`src/rtl/boid_state_ram.sv`:
```
// Per-boid state store: x/y/vx/vy/ax/ay RAM arrays with spawn-pattern init sequencer.
// Define BOID_HIT_SCAN_EN to build the sequential pixel-occupancy scanner.
module boid_state_ram #(
    parameter int NUM_BOIDS = 16,
    parameter int X_W       = 28,
    parameter int Y_W       = 27,
    parameter int V_W       = 21,
    parameter int A_W       = 32,
    parameter int FRAC      = 16,
    parameter int X0        = 120,
    parameter int Y0        = 120,
    parameter int DXY       = 40,
    parameter int VX0       = 5,
    parameter int VY0       = 4,
    localparam int AW       = $clog2(NUM_BOIDS)
) (
    input  logic          clk,
    input  logic          reset,
    input  logic          init_req,
    output logic          init_busy,
    input  logic          rd_req,
    input  logic [AW-1:0] rd_addr,
    output logic          rd_valid,
    output logic [31:0]   x_out,
    output logic [31:0]   y_out,
    output logic [31:0]   vx_out,
    output logic [31:0]   vy_out,
    output logic [31:0]   ax_out,
    output logic [31:0]   ay_out,
    input  logic [5:0]    wr_en,
    input  logic [AW-1:0] wr_addr,
    input  logic [31:0]   x_in,
    input  logic [31:0]   y_in,
    input  logic [31:0]   vx_in,
    input  logic [31:0]   vy_in,
    input  logic [31:0]   ax_in,
    input  logic [31:0]   ay_in,
    input  logic          chk_start,
    input  logic [31:0]   chk_x,
    input  logic [31:0]   chk_y,
    output logic          chk_busy,
    output logic          chk_done,
    output logic          chk_hit
);
    typedef enum logic {ST_INIT, ST_IDLE} state_t;

    localparam logic [AW-1:0] LAST    = AW'(NUM_BOIDS - 1);
    localparam logic [63:0]   INIT_VX = 64'(VX0) << FRAC;
    localparam logic [63:0]   INIT_VY = 64'(VY0) << FRAC;

    state_t          state;
    logic [AW-1:0]   init_cnt;
    logic [63:0]     init_x, init_y;
    logic            idle, init_wr, wr_ok, rd_acc;
    logic [5:0]      we;
    logic [AW-1:0]   w_idx, r_idx;
    logic            scan_issue;
    logic [AW-1:0]   scan_rd_idx;

    logic [X_W-1:0]  x_mem  [NUM_BOIDS];
    logic [Y_W-1:0]  y_mem  [NUM_BOIDS];
    logic [V_W-1:0]  vx_mem [NUM_BOIDS];
    logic [V_W-1:0]  vy_mem [NUM_BOIDS];
    logic [A_W-1:0]  ax_mem [NUM_BOIDS];
    logic [A_W-1:0]  ay_mem [NUM_BOIDS];
    logic [X_W-1:0]  x_q;
    logic [Y_W-1:0]  y_q;
    logic [V_W-1:0]  vx_q, vy_q;
    logic [A_W-1:0]  ax_q, ay_q;

    logic            rd_oor;
    logic [5:0]      byp_mask;
    logic [5:0][31:0] byp_d;
    logic [5:0][31:0] fmt, hold;

    assign idle    = (state == ST_IDLE) && !init_req;
    assign init_wr = (state == ST_INIT) && init_busy;
    assign wr_ok   = idle && (32'(wr_addr) < 32'(NUM_BOIDS));
    assign we      = init_wr ? '1 : (wr_ok ? wr_en : '0);
    assign w_idx   = init_wr ? init_cnt : wr_addr;
    assign rd_acc  = idle && rd_req;
    assign r_idx   = scan_issue ? scan_rd_idx : rd_addr;

    always_comb begin
        init_x = (64'(X0) + 64'(DXY) * 64'(init_cnt)) << FRAC;
        init_y = (64'(Y0) + 64'(DXY) * 64'(init_cnt)) << FRAC;
    end

    // Single write port and single synchronous read port per field array.
    always_ff @(posedge clk) begin
        if (we[0]) x_mem[w_idx]  <= init_wr ? init_x[X_W-1:0]  : x_in[X_W-1:0];
        if (we[1]) y_mem[w_idx]  <= init_wr ? init_y[Y_W-1:0]  : y_in[Y_W-1:0];
        if (we[2]) vx_mem[w_idx] <= init_wr ? INIT_VX[V_W-1:0] : vx_in[V_W-1:0];
        if (we[3]) vy_mem[w_idx] <= init_wr ? INIT_VY[V_W-1:0] : vy_in[V_W-1:0];
        if (we[4]) ax_mem[w_idx] <= init_wr ? '0 : ax_in[A_W-1:0];
        if (we[5]) ay_mem[w_idx] <= init_wr ? '0 : ay_in[A_W-1:0];
        x_q  <= x_mem[r_idx];
        y_q  <= y_mem[r_idx];
        vx_q <= vx_mem[r_idx];
        vy_q <= vy_mem[r_idx];
        ax_q <= ax_mem[r_idx];
        ay_q <= ay_mem[r_idx];
    end

    always_ff @(posedge clk or negedge reset) begin
        if (!reset) begin
            state     <= ST_INIT;
            init_cnt  <= '0;
            init_busy <= 1'b0;
            rd_valid  <= 1'b0;
            rd_oor    <= 1'b0;
            byp_mask  <= '0;
            byp_d     <= '0;
            hold      <= '0;
        end else begin
            rd_valid <= rd_acc;
            hold     <= {ay_out, ax_out, vy_out, vx_out, y_out, x_out};
            if (rd_acc) begin
                rd_oor   <= !(32'(rd_addr) < 32'(NUM_BOIDS));
                byp_mask <= (wr_addr == rd_addr) ? we : '0;
                byp_d    <= {ay_in, ax_in, vy_in, vx_in, y_in, x_in};
            end
            case (state)
                ST_INIT: begin
                    // The first cycle after reset only arms init_busy; entry writes follow.
                    if (init_req) begin
                        init_cnt  <= '0;
                        init_busy <= 1'b1;
                    end else if (!init_busy) begin
                        init_busy <= 1'b1;
                    end else if (init_cnt == LAST) begin
                        state     <= ST_IDLE;
                        init_busy <= 1'b0;
                        init_cnt  <= '0;
                    end else begin
                        init_cnt <= init_cnt + AW'(1);
                    end
                end
                ST_IDLE: begin
                    if (init_req) begin
                        state     <= ST_INIT;
                        init_cnt  <= '0;
                        init_busy <= 1'b1;
                    end
                end
                default: state <= ST_INIT;
            endcase
        end
    end

    always_comb begin
        fmt    = '0;
        fmt[0] = 32'(signed'(byp_mask[0] ? byp_d[0][X_W-1:0] : x_q));
        fmt[1] = 32'(signed'(byp_mask[1] ? byp_d[1][Y_W-1:0] : y_q));
        fmt[2] = 32'(signed'(byp_mask[2] ? byp_d[2][V_W-1:0] : vx_q));
        fmt[3] = 32'(signed'(byp_mask[3] ? byp_d[3][V_W-1:0] : vy_q));
        fmt[4] = 32'(signed'(byp_mask[4] ? byp_d[4][A_W-1:0] : ax_q));
        fmt[5] = 32'(signed'(byp_mask[5] ? byp_d[5][A_W-1:0] : ay_q));
        if (rd_oor) fmt = '0;
    end

    assign x_out  = rd_valid ? fmt[0] : hold[0];
    assign y_out  = rd_valid ? fmt[1] : hold[1];
    assign vx_out = rd_valid ? fmt[2] : hold[2];
    assign vy_out = rd_valid ? fmt[3] : hold[3];
    assign ax_out = rd_valid ? fmt[4] : hold[4];
    assign ay_out = rd_valid ? fmt[5] : hold[5];

    logic unused_bits;
    assign unused_bits = ^{byp_d, init_x, init_y};

`ifdef BOID_HIT_SCAN_EN
    logic [AW-1:0]      scan_idx;
    logic               scan_all, scan_pend, scan_last, start_acc, hit_now;
    logic [31:0]        cx, cy;
    logic signed [31:0] sx, sy;

    assign start_acc   = idle && chk_start && !chk_busy;
    // User reads own the shared read port; the scan only advances on idle cycles.
    assign scan_issue  = idle && !rd_req && (start_acc || (chk_busy && !scan_all));
    assign scan_rd_idx = start_acc ? '0 : scan_idx;

    always_comb begin
        sx      = 32'(signed'(x_q));
        sy      = 32'(signed'(y_q));
        hit_now = ((sx >>> FRAC) == signed'(cx)) && ((sy >>> FRAC) == signed'(cy));
    end

    always_ff @(posedge clk or negedge reset) begin
        if (!reset) begin
            chk_busy  <= 1'b0;
            chk_done  <= 1'b0;
            chk_hit   <= 1'b0;
            scan_idx  <= '0;
            scan_all  <= 1'b0;
            scan_pend <= 1'b0;
            scan_last <= 1'b0;
            cx        <= '0;
            cy        <= '0;
        end else begin
            chk_done  <= 1'b0;
            scan_pend <= scan_issue;
            if (init_req) begin
                chk_busy  <= 1'b0;
                scan_pend <= 1'b0;
            end else begin
                if (start_acc) begin
                    chk_busy <= 1'b1;
                    chk_hit  <= 1'b0;
                    cx       <= chk_x;
                    cy       <= chk_y;
                    scan_all <= 1'b0;
                    scan_idx <= '0;
                end
                if (scan_issue) begin
                    scan_idx  <= scan_rd_idx + AW'(1);
                    scan_last <= (scan_rd_idx == LAST);
                    scan_all  <= (scan_rd_idx == LAST);
                end
                if (scan_pend) begin
                    if (hit_now) chk_hit <= 1'b1;
                    if (scan_last) begin
                        chk_busy <= 1'b0;
                        chk_done <= 1'b1;
                    end
                end
            end
        end
    end
`else
    assign scan_issue  = 1'b0;
    assign scan_rd_idx = '0;
    assign chk_busy    = 1'b0;
    assign chk_done    = 1'b0;
    assign chk_hit     = 1'b0;

    logic unused_chk;
    assign unused_chk = ^{chk_start, chk_x, chk_y};
`endif

endmodule

```
`config.mk`:
```
export PLATFORM = sky130hd
export DESIGN_NAME = boid_state_ram
export DESIGN_NICKNAME = d
export VERILOG_FILES = /design/src/rtl/boid_state_ram.sv
export SDC_FILE = /design/constraint.sdc
export NUM_CORES = 2
export LEC_CHECK = 0
export CAP_MARGIN = 15
export CORE_MARGIN = 5
export CORE_UTILIZATION = 45
export DETAILED_ROUTE_END_ITERATION = 10
export PLACE_DENSITY_LB_ADDON = 0.15
export SLEW_MARGIN = 20
export SYNTH_ARGS = -nofsm -noshare
export SYNTH_HDL_FRONTEND = slang
export SYNTH_SLANG_ARGS = --single-unit
```
`constraint.sdc`:
```
create_clock -name clk -period 9.8 [get_ports clk]
set_input_delay 0.98 -clock clk [delete_from_list [all_inputs] [get_ports clk]]
set_output_delay 0.98 -clock clk [all_outputs]
set_load 0.01 [all_outputs]
```
==> impl_metrics.ini <==
[synthesis]
yosysUniqueCellTypes = 48
syn_area_um2 = 116000
synthTopCellsByArea = edfxtp_1 (67%), mux4_2 (13%), dfrtp_1 (7.9%)
ys.flop_type = edfxtp_1
synthDominantCellAreaShare = 0.667
synth_edf_count = 2576
synthArstFlopShare = 0.118
yosysTopAreaCell = edfxtp_1
synth_area_per_cell_um2 = 20.5
syn_inst = 5666
yosys_warnings = 0
synth_seq_cells = 3103
synth-seq-area-share = 0.773

[sta]
tns_ps = 0
finClkSkew_ps = 65.4
slew_violations = 0
timing.final.ws_setup_ps = 4820
min_period_ps = 4980
setup_viol = 0
slew_headroom = 0.244
fin_crit_sh = 0.508
final-hold-violation-count = 0
timing.fmax_mhz = 201
grt_setup_unrepaired = false
tightest_slew_ps = 1130

[finish]
drive_above_1_share = 0.243
stdcell_area_um2 = 135000
fin_cells = 9862
finalNetCount = 6485
syn2layout_area_growth_pct = 16.4

[grt]
met2_usage = 0.346
grt_pass1_wl_um = 421000
grt_use_met1 = 0.306
grt_pass1_vias = 58500
grt_util_met3 = 0.0415
grt_use_total = 0.216
grt.overflow.total = 0
globalRoute.busiestLayer = met2
grt_antenna_before_repair = 25
grt_max_degree = 204

[clock_network]
cts_root_buf = clkbuf_16
cts_tree = yes
cts-hold-fix-buffers = 0
clk_pin_slew_ps = 60
htreeDepth = 5
ctsResizeCount = 0
clkSinkCount = 3103
clock_latency_ps = 940
cts_buffers = 336
clockBufferDepth = 4
cts_setup_buffers = 0

[floorplanning]
design.die.area_um2 = 268000
chipHeight_um = 518
die_w_um = 518
start_util = 0.452
fp.coreArea_um2 = 257000
ios = 472
row_count = 186

[pwr]
internal_power_uw = 22500
power.density_nw_per_um2 = 212
finalPower_uw = 28600
p_sw_uw = 6070
combPwrFrac = 0.057
seqPwrFrac = 0.518
ir_drop_mv = 0.178
pwr-share-clk = 0.425
switching_share = 0.213
leakage_uw = 0.0447

[worst_setup_path]
reg2reg_from = state
crit_family = buffers and inverters
rrSetupSlack_ps = 5210
arrival_ps = 4000
critPathLaunchType = register
critPathSlowestCell = dfrtp_4
reg2reg_depth = 6
r2r_end = y_mem[6][19]
cp-end-kind = primary output
crit_path_max_incr_delay_ps = 720
path_class = reg2out
cp_num_buf_inv = 3
worstPathMaxFanout = 203
path_cells = buf_12 -> nand2_1 -> o21ai_0 -> buf_4 -> clkdlybuf4s50_1
required_ps = 8820

[status]
status = complete, no violations

[drt]
drt_iter0_markers = 5036
drc = 0
via_count = 56700
post_drt_wl_per_cell_um = 29.7
vias_per_cell = 5.75
wl_um = 293000
dr.pass1.iters = 5
antenna_left = 0

[placement]
portBuffers = 372
dp_slack_ps = 4790
place_congestion = 0.720
place_area_um2 = 124000
dp_hpwl_um = 154000
dp_cells = 9247

[run]
maxCapViolCount = 0

[worst_hold_path]
hold_class = in2async
==> per-stage QoR <==
stage / utilization / hold WS [ps]
after floorplan: - / 475
after global placement: 0.485 / 487
after global routing: 0.526 / 120
after detailed placement: 0.485 / 495
after CTS: 0.526 / 99.9
final: 0.526 / 75.8
==> sequential cells by signal, summed over array words and instances, names as in the netlist, 32 cells and up <==
| register | flops |
|---|---|
| vx_mem | 336 |
| ay_mem | 512 |
| ay_q | 32 |
| ax_mem | 512 |
| ax_q | 32 |
| hold | 192 |
| y_mem | 432 |
| byp_d | 161 |
| x_mem | 448 |
| vy_mem | 336 |
==> power groups by stage <==
stage	clock, uW	combinational [uW]	sequential (uW)
2_1_floorplan	0	921	15000
3_3_place_gp	0	1650	15100
3_5_place_dp	0	1660	15100
4_1_cts	12400	1670	14800
5_1_grt	13000	1760	14800
6_report	12100	1630	14800
==> synthesized netlist by cell type (all sizes together), types with 4 or more instances <==
master,n
o21a,4
xnor2,7
buf,167
mux2i,161
and2,145
inv,44
clkbuf,161
nor2,331
ha,6
mux4,644
dfxtp,161
nand2,139
o21ai,41
o31ai,10
nor2b,7
o22ai,126
nand2b,9
dfrtp,366
a21oi,171
a22oi,196
edfxtp,2576
mux2,165
==> routing by layer <==
layer / wire, um / part of all wire / up-vias
met5: 13 / 0.000044 / -
met4: 8060 / 0.028 / 2
met3: 20800 / 0.071 / 430
met2: 141000 / 0.48 / 2001
met1: 123000 / 0.42 / 30300
li1: - / - / 24000
==> area by class of cell <==
type	instances	area, um^2
Fill cell	20000	122000
Sequential cell	3103	89700
Multi-Input combinational cell	2193	25300
Clock buffer	472	9460
Timing Repair Buffer	525	5090
Tap cell	3384	4230
Clock inverter	128	1110
Inverter	44	173
Antenna cell	13	32.5
==> cell families after synthesis <==
logic type | synth area share
DFF | 0.773
muxes | 0.155
and+or+nand+nor | 0.0251
AOI/OAI and AO/OA | 0.0302
buffers and inverters | 0.0149
xor gates and xnor gates | 0.000604
adders and majority gates | 0.000820
other | 0.0000323
==> placed cells by master (no fill, tap or decap), types with 5 or more instances in the layout <==
| master | instances |
|---|---|
| edfxtp_1 | 2576 |
| buf_4 | 138 |
| buf_12 | 13 |
| o31ai_1 | 10 |
| diode_2 | 13 |
| dfrtp_2 | 6 |
| clkinvlp_4 | 6 |
| mux4_2 | 644 |
| nor2_2 | 32 |
| dfxtp_1 | 161 |
| nor2_1 | 233 |
| o21ai_0 | 39 |
| clkinv_4 | 5 |
| o22ai_1 | 126 |
| ha_1 | 6 |
| clkinv_2 | 52 |
| clkdlybuf4s50_1 | 368 |
| and2_1 | 143 |
| mux2i_1 | 161 |
| clkbuf_8 | 36 |
| xnor2_1 | 7 |
| a21oi_1 | 165 |
| inv_1 | 43 |
| clkinv_1 | 41 |
| dfrtp_1 | 359 |
| nor2_4 | 66 |
| bufinv_16 | 17 |
| clkbuf_1 | 92 |
| nand2_1 | 136 |
| mux2_2 | 165 |
| a21oi_4 | 5 |
| clkbuf_16 | 345 |
| a22oi_1 | 196 |
==> worst max path at each step <==
stage | start | endpoint | slack (ps) | cells after the start
after CTS | rd_valid | vy_out[31] | 4700 | 5
after detailed placement | rd_addr[3] | y_q[0] | 4790 | 6
after floorplan | wr_addr[0] | ax_mem[9][0] | 6390 | 4
final | rd_valid | vy_out[31] | 4820 | 5
after global routing | rd_valid | vy_out[31] | 4530 | 5
after global placement | rd_addr[3] | y_q[0] | 4840 | 6
Power figures use the tool's default switching activity.
